--- src/rtl/sdram_port_arbiter.sv ---
// Shares one 64-bit Avalon-MM SDRAM port between display scanout (M0, high prio) and rasterizer (M1).
// Latency: command path 0 cycles while owned, 1 cycle IDLE->grant; read-return routing 0 cycles.
// Backpressure: slave waitrequest goes to the owner; reads also stall while the pending-read FIFO is full.
module sdram_port_arbiter #(
    parameter int MAX_PENDING = 4,
    parameter int MAX_HOLD    = 16
) (
    input  logic        clock,
    input  logic        reset_n,
    input  logic [28:0] m0_address,
    input  logic [7:0]  m0_burstcount,
    input  logic        m0_read,
    input  logic        m0_write,
    input  logic [63:0] m0_writedata,
    input  logic [7:0]  m0_byteenable,
    output logic        m0_waitrequest,
    output logic [63:0] m0_readdata,
    output logic        m0_readdatavalid,
    input  logic [28:0] m1_address,
    input  logic [7:0]  m1_burstcount,
    input  logic        m1_read,
    input  logic        m1_write,
    input  logic [63:0] m1_writedata,
    input  logic [7:0]  m1_byteenable,
    output logic        m1_waitrequest,
    output logic [63:0] m1_readdata,
    output logic        m1_readdatavalid,
    output logic [28:0] s_address,
    output logic [7:0]  s_burstcount,
    output logic        s_read,
    output logic        s_write,
    output logic [63:0] s_writedata,
    output logic [7:0]  s_byteenable,
    input  logic        s_waitrequest,
    input  logic [63:0] s_readdata,
    input  logic        s_readdatavalid,
    output logic [1:0]  grant,
    output logic        err_orphan
);

    localparam int PW = (MAX_PENDING > 1) ? $clog2(MAX_PENDING) : 1;
    localparam int HW = (MAX_HOLD > 1) ? $clog2(MAX_HOLD) : 1;
    localparam logic [HW-1:0] HOLD_LAST = HW'(MAX_HOLD - 1);
    localparam logic [PW:0]   FIFO_DEPTH = (PW+1)'(MAX_PENDING);

    // State encoding doubles as the debug grant value.
    typedef enum logic [1:0] {
        IDLE = 2'b00,
        OWN0 = 2'b01,
        OWN1 = 2'b10
    } state_t;

    // One outstanding read command: who issued it and how many beats remain.
    typedef struct packed {
        logic       owner;
        logic [7:0] beats;
    } pend_t;

    state_t        state, state_nxt;
    logic [HW-1:0] hold_cnt;
    pend_t         fifo_mem [MAX_PENDING];
    pend_t         head;
    logic [PW-1:0] wr_ptr, rd_ptr;
    logic [PW:0]   count;
    logic          fifo_full, fifo_empty;
    logic          req0, req1, blk0, blk1;
    logic          acc, push, pop_beat, pop;
    logic [7:0]    push_beats;

    assign req0       = m0_read | m0_write;
    assign req1       = m1_read | m1_write;
    assign fifo_full  = (count == FIFO_DEPTH);
    assign fifo_empty = (count == '0);
    assign blk0       = m0_read & fifo_full;
    assign blk1       = m1_read & fifo_full;
    assign grant      = state;

    // Command mux: owner's command goes to the slave; everything idle and stalled otherwise.
    always_comb begin
        s_address      = '0;
        s_burstcount   = '0;
        s_read         = 1'b0;
        s_write        = 1'b0;
        s_writedata    = '0;
        s_byteenable   = '0;
        m0_waitrequest = 1'b1;
        m1_waitrequest = 1'b1;
        case (state)
            OWN0: begin
                s_address      = m0_address;
                s_burstcount   = m0_burstcount;
                s_read         = m0_read & ~blk0;
                s_write        = m0_write;
                s_writedata    = m0_writedata;
                s_byteenable   = m0_byteenable;
                m0_waitrequest = s_waitrequest | blk0;
            end
            OWN1: begin
                s_address      = m1_address;
                s_burstcount   = m1_burstcount;
                s_read         = m1_read & ~blk1;
                s_write        = m1_write;
                s_writedata    = m1_writedata;
                s_byteenable   = m1_byteenable;
                m1_waitrequest = s_waitrequest | blk1;
            end
            default: ;
        endcase
    end

    assign acc = (s_read | s_write) & ~s_waitrequest;

    // Grant changes only between commands; M0 preempts M1, M1 is let in after MAX_HOLD M0 commands.
    always_comb begin
        state_nxt = state;
        case (state)
            IDLE: begin
                if (req0)      state_nxt = OWN0;
                else if (req1) state_nxt = OWN1;
            end
            OWN0: begin
                if (!req0)                                   state_nxt = req1 ? OWN1 : IDLE;
                else if (acc && req1 && hold_cnt == HOLD_LAST) state_nxt = OWN1;
            end
            OWN1: begin
                if (!req1)             state_nxt = req0 ? OWN0 : IDLE;
                else if (acc && req0)  state_nxt = OWN0;
            end
            default: state_nxt = IDLE;
        endcase
    end

    // Grant state register.
    always_ff @(posedge clock or negedge reset_n) begin
        if (!reset_n) state <= IDLE;
        else          state <= state_nxt;
    end

    // Counts M0 commands accepted while M1 is waiting; restarts whenever M1 stops waiting or M0 loses the port.
    always_ff @(posedge clock or negedge reset_n) begin
        if (!reset_n) begin
            hold_cnt <= '0;
        end else if (state == OWN0 && state_nxt == OWN0 && req1) begin
            if (acc) hold_cnt <= hold_cnt + 1'b1;
        end else begin
            hold_cnt <= '0;
        end
    end

    // Read tracking: head entry owns every returning beat until its beat count runs out.
    assign push       = acc & s_read;
    assign push_beats = (s_burstcount == 8'd0) ? 8'd1 : s_burstcount;
    assign head       = fifo_mem[rd_ptr];
    assign pop_beat   = s_readdatavalid & ~fifo_empty;
    assign pop        = pop_beat & (head.beats == 8'd1);

    assign m0_readdata      = s_readdata;
    assign m1_readdata      = s_readdata;
    assign m0_readdatavalid = pop_beat & ~head.owner;
    assign m1_readdatavalid = pop_beat & head.owner;

    // Entry storage; validity is tracked by the pointers, so no reset is needed here.
    always_ff @(posedge clock) begin
        if (push)
            fifo_mem[wr_ptr] <= '{owner: (state == OWN1), beats: push_beats};
        if (pop_beat && !pop)
            fifo_mem[rd_ptr].beats <= head.beats - 8'd1;
    end

    // FIFO pointers, occupancy and the sticky orphan-beat flag.
    always_ff @(posedge clock or negedge reset_n) begin
        if (!reset_n) begin
            wr_ptr     <= '0;
            rd_ptr     <= '0;
            count      <= '0;
            err_orphan <= 1'b0;
        end else begin
            if (push) wr_ptr <= wr_ptr + 1'b1;
            if (pop)  rd_ptr <= rd_ptr + 1'b1;
            case ({push, pop})
                2'b10:   count <= count + 1'b1;
                2'b01:   count <= count - 1'b1;
                default: ;
            endcase
            if (s_readdatavalid && fifo_empty) err_orphan <= 1'b1;
        end
    end

endmodule

--- config.mk ---
export PLATFORM = sky130hd
export DESIGN_NAME = sdram_port_arbiter
export DESIGN_NICKNAME = d
export VERILOG_FILES = /design/src/rtl/sdram_port_arbiter.sv
export SDC_FILE = /design/constraint.sdc
export NUM_CORES = 1
export LEC_CHECK = 0
export CORE_AREA = 4 4 206 208
export CTS_CLUSTER_DIAMETER = 80
export DETAILED_ROUTE_END_ITERATION = 16
export DIE_AREA = 0 0 210 212
export REMOVE_ABC_BUFFERS = 1
export SLEW_MARGIN = 40
export SYNTH_ARGS = -nofsm -noshare
export SYNTH_HDL_FRONTEND = slang
export SYNTH_SLANG_ARGS = --single-unit
export TNS_END_PERCENT = 5
--- constraint.sdc ---
create_clock -name clock -period 3.6 [get_ports clock]
set_clock_uncertainty 0.05 [all_clocks]
set_input_delay 0.54 -clock clock [delete_from_list [all_inputs] [get_ports clock]]
set_output_delay 0.54 -clock clock [all_outputs]
set_load 0.03 [all_outputs]
# Word level (Yosys, flattened, before mapping)
# Memory sizes are Yosys's and may differ from the RTL's.
# Index checks and enable logic that the tools add are counted.
dict set report totals {
  register_bits 14
  latchBits 0
  mem_bits_rw 36
  mem_bits_ro 0
  out_inout_bits 246
  wordCells 79
  mem_count 1
}
dict set report op_classes {
  addsub 6
  multipliers 0
  n_div 0
  order_cmp 0
  eq_ne 9
  shifts 0
  mux 25
  n_bitwise 20
  n_reduce_logical 12
}
# memory depth word_bits rd rd_clocked_by_memory_dff write_ports line
set mem_list {}
lappend mem_list {fifo_mem 4 9 1 0 2 61} ;# pend_t fifo_mem [MAX_PENDING];
# operator count
set ops {}
lappend ops {{64-bit one-hot mux with 2 select lines} 1}
lappend ops {{29-bit one-hot mux with 2 select lines} 1}
lappend ops {{8-bit one-hot mux with 2 select lines} 2}
lappend ops {{2-bit 2-to-1 mux} 7}
lappend ops {{1-bit bitwise AND} 10}
lappend ops {{8-bit by 1-bit == test with 1-bit output (second input constant)} 1}
lappend ops {{8-bit logical NOT} 1}
lappend ops {{4-bit 2-to-1 mux} 2}
lappend ops {{8-bit 2-to-1 mux} 1}
lappend ops {{8-bit by 1-bit subtractor with 8-bit output (second input constant)} 1}
lappend ops {{1-bit logical AND} 7}
lappend ops {{1-bit 2-to-1 mux} 7}
lappend ops {{2-bit by 1-bit == test with 1-bit output (second input constant)} 3}
lappend ops {{2-bit one-hot mux with 3 select lines} 1}
lappend ops {{3-bit one-hot mux with 2 select lines} 1}
lappend ops {{1-bit inverter} 5}
lappend ops {{1-bit bitwise OR} 5}
lappend ops {{2-bit by 1-bit adder with 2-bit output (second input constant)} 2}
lappend ops {{4-bit by 1-bit adder with 4-bit output (second input constant)} 1}
lappend ops {{2-bit == test (second input constant)} 2}
lappend ops {{4-bit == test (second input constant)} 1}
lappend ops {{1-bit one-hot mux with 2 select lines} 2}
lappend ops {{3-bit by 1-bit adder with 3-bit output (second input constant)} 1}
lappend ops {{3-bit == test (second input constant)} 1}
lappend ops {{6 further kinds} 6}

# Logic depth before layout (Yosys ltp)
# Gate-level depths: netlist (run 1).
dict set report logic_depth {
  depth_word 16
  depth_mapped 12
  mapped_depth_nobuf 11
}

# Worst setup path before layout (run 1)
# No wires, ideal clock.
dict set report synth_timing {
  path_kind {register to output}
  start {reg state[0], in the netlist grant[0]}
  end {out s_address[13]}
  t_arrival_ns 2.494
  required_ns 3.010
  path_slack_ns 0.516
  stages_incl_launch_ff 9
  n_path_buf 4
  path_cell_list {dfrtp_1 inv_1 ha_1 clkbuf_1 clkbuf_1 clkbuf_1 clkbuf_1 a22oi_1 nor2_1}
}
dict set report synth_via {
  elab_chain_cells 2
  elab_cells_between_ends 3
  cone_classes {eq/ne (2); mux (1)}
}
# item line
set synth_lines {}
lappend synth_lines {{from (decl)} 59} ;# state_t state, state_nxt;
lappend synth_lines {{from (signal assigned)} 136} ;# else state <= state_nxt;
lappend synth_lines {{2-bit == test or 2-bit by 1-bit == test with 1-bit output (tied branches)} 88} ;# case (state)
lappend synth_lines {{29-bit one-hot mux with 2 select lines (*)} 88}
lappend synth_lines {{to (decl)} 28} ;# output logic [28:0] s_address,
# Every way passes the cells marked *; elsewhere a longest branch is shown, timed or not.

# Final worst setup path (run 1)
dict set report layout_timing {
  start {reg state[0], in the netlist grant[0]}
  end {out s_burstcount[6]}
}
dict set report layout_via {
  elab_chain_cells 2
  elab_cells_between_ends 3
  cone_classes {eq/ne (2); mux (1)}
}
# item line
set layout_lines {}
lappend layout_lines {{2-bit == test or 2-bit by 1-bit == test with 1-bit output (tied branches)} 88}
lappend layout_lines {{8-bit one-hot mux with 2 select lines (*)} 88}
lappend layout_lines {{to (decl)} 29} ;# output logic [7:0] s_burstcount,
# Marks and branches as above.

==> key figures, run 1 <==
Run status
  • Status: completed

Setup path
  • Family with the most delay on the worst path: buffers and inverters
  • CP peak stage delay: 0.79 ns
  • Crit path max-delay cell type: clkdlybuf4s50_1
  • Crit path kind: flip-flop to primary output
  • R2r endpoint: count[2]
  • Crit path buf inv count: 2
  • Setup slack, reg-to-reg: 0.31 ns
  • Critical path capture point type: primary output
  • Crit Reg-Reg Startpoint: rd_ptr[0]
  • CP cell instances: inv_1, ha_4, a22oi_1, nor2_1, clkdlybuf4s50_1
  • Req. time, crit path: 3.01 ns
  • R2r worst-path depth: 11
  • Worst setup SP type: flip-flop
  • Crit path from: grant[0]
  • CP arrival: 2.84 ns
  • Critical Path Fanout Max: 26

Job
  • Max-Cap Viols: 0

Placement
  • Pre-CTS WS: 0.328 ns
  • Routability cong.: 0.858
  • PortBufs: 343
  • Placed insts: 1,364
  • Post-DP HPWL: 35.8 mm

Layout
  • Area of the multi-input gates: 0.00280 mm²
  • Share of layout cells above drive strength 1: 7.86%
  • Cell Count, Final, Fillers Out: 1,373
  • Area Overhead vs Synth: 59.5%
  • Register Area: 0.00143 mm²
  • Net count, final: 1,146
  • Fill cells: 4,504
  • Post-layout util: 21.3%

Floorplan
  • Die height: 212 µm
  • CORE AREA: 0.0406 mm²
  • Ports: 536
  • Initial Util: 13.4%
  • Chip width: 210 µm
  • Die area: 0.0445 mm²
  • Row cnt: 74

STA
  • Worst Tran Pin Value: 0.642 ns
  • Final Hold Fails: 0
  • RSZ-0062 raised after global routing: no
  • Setup Viol. Count Final: 0
  • Slew headroom: 56.7%
  • Crit path time final: 3.43 ns
  • Fin crit share: 95.2%
  • Final Max Slew Viols: 0
  • Max Fclk: 292 MHz
  • Worst Slack Setup Final: 0.172 ns

Pwr
  • Worst IR drop on VDD: 0.000268 V
  • Lkg Pwr: 3.01 nW
  • Pwr/cell area: 799 mW/mm²
  • Total power: 0.00691 W

Synthesis
  • Most common flop cell mapped by yosys: edfxtp_1
  • Netlist cell types: 43
  • Synth top area share: 19.9%
  • Syn Area/Cell: 8.40 µm²
  • Largest area contributor in the netlist: edfxtp_1
  • Number of synthesized register bits: 50
  • Syn Inst Count: 646
  • Area of the mapped netlist: 0.00543 mm²
  • Post-synth EDFFs: 36
  • Async set-reset flop share out of synthesis: 28.0%
  • Most area-consuming cells after synthesis: edfxtp_1 (20%), buf_4 (18%), a22oi_1 (15%)
  • Register area share after synthesis: 26.4%
  • Synthesis Warnings: 0

GRT
  • Total GRT Usage: 17.3%
  • Global route overflow: 0
  • Largest net degree at the start of global routing: 74
  • Vias in the first global route: 6,183
  • First-pass GRT wire length: 53.6 mm
  • Initial antenna violation count: 1

Drt
  • TritonRoute pass-1 iters: 7
  • Drt initial violations: 342
  • DRC violations left: 0
  • DR vias/cell: 4.29
  • Total wire length: 40.8 mm
  • Final antenna-violating net count: 0
  • Via count: 5,889
  • WL per Instance: 29.7 µm

Clocking
  • H-tree levels: 2
  • Clock Sink Count: 50
  • Clock Tree Buf Depth: 2
  • # Post-CTS Setup Buffers: 0
  • CTS Buf Count: 5
  • Root Buffer: clkbuf_16
  • Worst-skew pair later-pin latency: 0.29 ns
  • CTS tree: done
  • Clk slew on worst S/H paths: 0.07 ns

Hold path
  • Hold Path Class: input pin to async pin
==> Yosys cell counts (all sizes together) (6+ instances only) <==
| library cell | count |
|---|---|
| xor2 | 9 |
| and3 | 6 |
| nor2 | 120 |
| clkbuf | 38 |
| mux2i | 33 |
| buf | 138 |
| edfxtp | 36 |
| ha | 16 |
| dfrtp | 14 |
| nand2 | 43 |
| nor3 | 7 |
| a22oi | 112 |
| mux4 | 9 |
| inv | 13 |
==> registers in the layout, indices dropped and copies added, names as in the netlist <==
register and flops:
fifo_mem 36, wr_ptr 2, err_orphan 1, count 3, grant 2, rd_ptr 2
hold_cnt 4
==> cell families after synthesis <==
group / Yosys count / synth area share (%)
muxes: 43 / 10.2
DFF: 50 / 26.4
buffers and inverters: 189 / 22.6
adders and majority gates: 17 / 4.06
and+or+nand+nor: 199 / 16.2
AOI/OAI and AO/OA: 134 / 18.2
xor gates and xnor gates: 14 / 2.26
==> per-layer routing <==
layer  vias up  GRT usage, %  share of wire (%)  wire [µm]
met2       542          22.7                 37      15200
li1       2539             -                  -          -
met4        10          1.33               0.43        177
met1      2776          20.0                 39      16000
met5         -          7.44                1.0        422
met3        22          17.8                 22       8950
==> worst register-to-register path, cell delays in order, from the launching register on <==
cell and delay [ns]:
dfrtp_1 0.61, buf_4 0.21, mux4_2 0.55, nor4_4 0.33
nand3_4 0.15, nor2_2 0.18, ha_1 0.22, inv_1 0.06
fa_1 0.38, xor2_1 0.16, nor2_1 0.14, xor2_1 0.18
==> cells in the final DEF (no fill, tap or decap), types with 2 or more instances in the layout <==
cell	count
clkbuf_16	5
mux4_1	3
edfxtp_1	36
mux4_2	6
buf_4	36
nand3_1	3
clkdlybuf4s50_1	321
or2_1	4
and2_1	5
ha_4	2
nor3_1	7
nor2_1	119
o21ai_0	5
o22ai_1	2
nand3b_1	4
nand2b_1	2
xor2_1	9
dfrtp_1	14
a22oi_1	112
mux2i_1	33
buf_12	3
and3_1	2
xnor2_1	5
and3_4	4
ha_1	14
a211oi_1	5
a21oi_1	3
inv_1	12
nand2_1	43
==> metrics by stage <==
| stage | hold slack [ns] | cell area [µm²] | setup TNS [ns] |
|---|---|---|---|
| floorplan | 0.194 | 4250 | -138.64 |
| global placement | 0.418 | 8500 | 0 |
| detailed placement | 0.440 | 8500 | 0 |
| CTS | 0.451 | 8650 | 0 |
| global route | 0.128 | 8650 | 0 |
| finish | 0.115 | 8650 | 0 |
==> final cells by class <==
cell class / instances / share of cell area (%)
tap: 532 / 7.69
antenna: 1 / 0.0289
sequential: 50 / 16.5
multi-input combinational: 407 / 32.3
clock buffer: 5 / 1.45
clock inverter: 3 / 0.231
inverter: 13 / 0.593
timing repair buffer: 362 / 41.1
==> worst max-delay path by stage <==
stage	end	slack [ns]	cells past startpoint
2_1_floorplan	count[1]	-1.17	9
3_3_place_gp	count[2]	0.28	11
3_5_place_dp	count[2]	0.33	11
4_1_cts	s_writedata[12]	0.03	6
5_1_grt	s_address[23]	0.03	6
6_report	s_burstcount[6]	0.17	5
==> repair_timing <==
item | CTS | global route
hold buffers | 0 | 0
resized for setup | 0 | 1
setup endpoints to repair | 0 | 8
==> where the power goes <==
part / internal (W) / leakage (nW) / total (W) / switching (W)
Combinational: 0.00195 / 2.43 / 0.00553 / 0.00358
Clock: 0.000258 / 0.0679 / 0.000483 / 0.000225
Sequential: 0.000794 / 0.512 / 0.000900 / 0.000107
Total: 0.00300 / 3.01 / 0.00691 / 0.00391
(Power assumes the default switching activity.)
==> inputs of run 2 (changes only) <==
CAP_MARGIN = 20   (was unset)
==> results of run 2 <==
Final layout, timing and power as in run 1 (identical DEF).
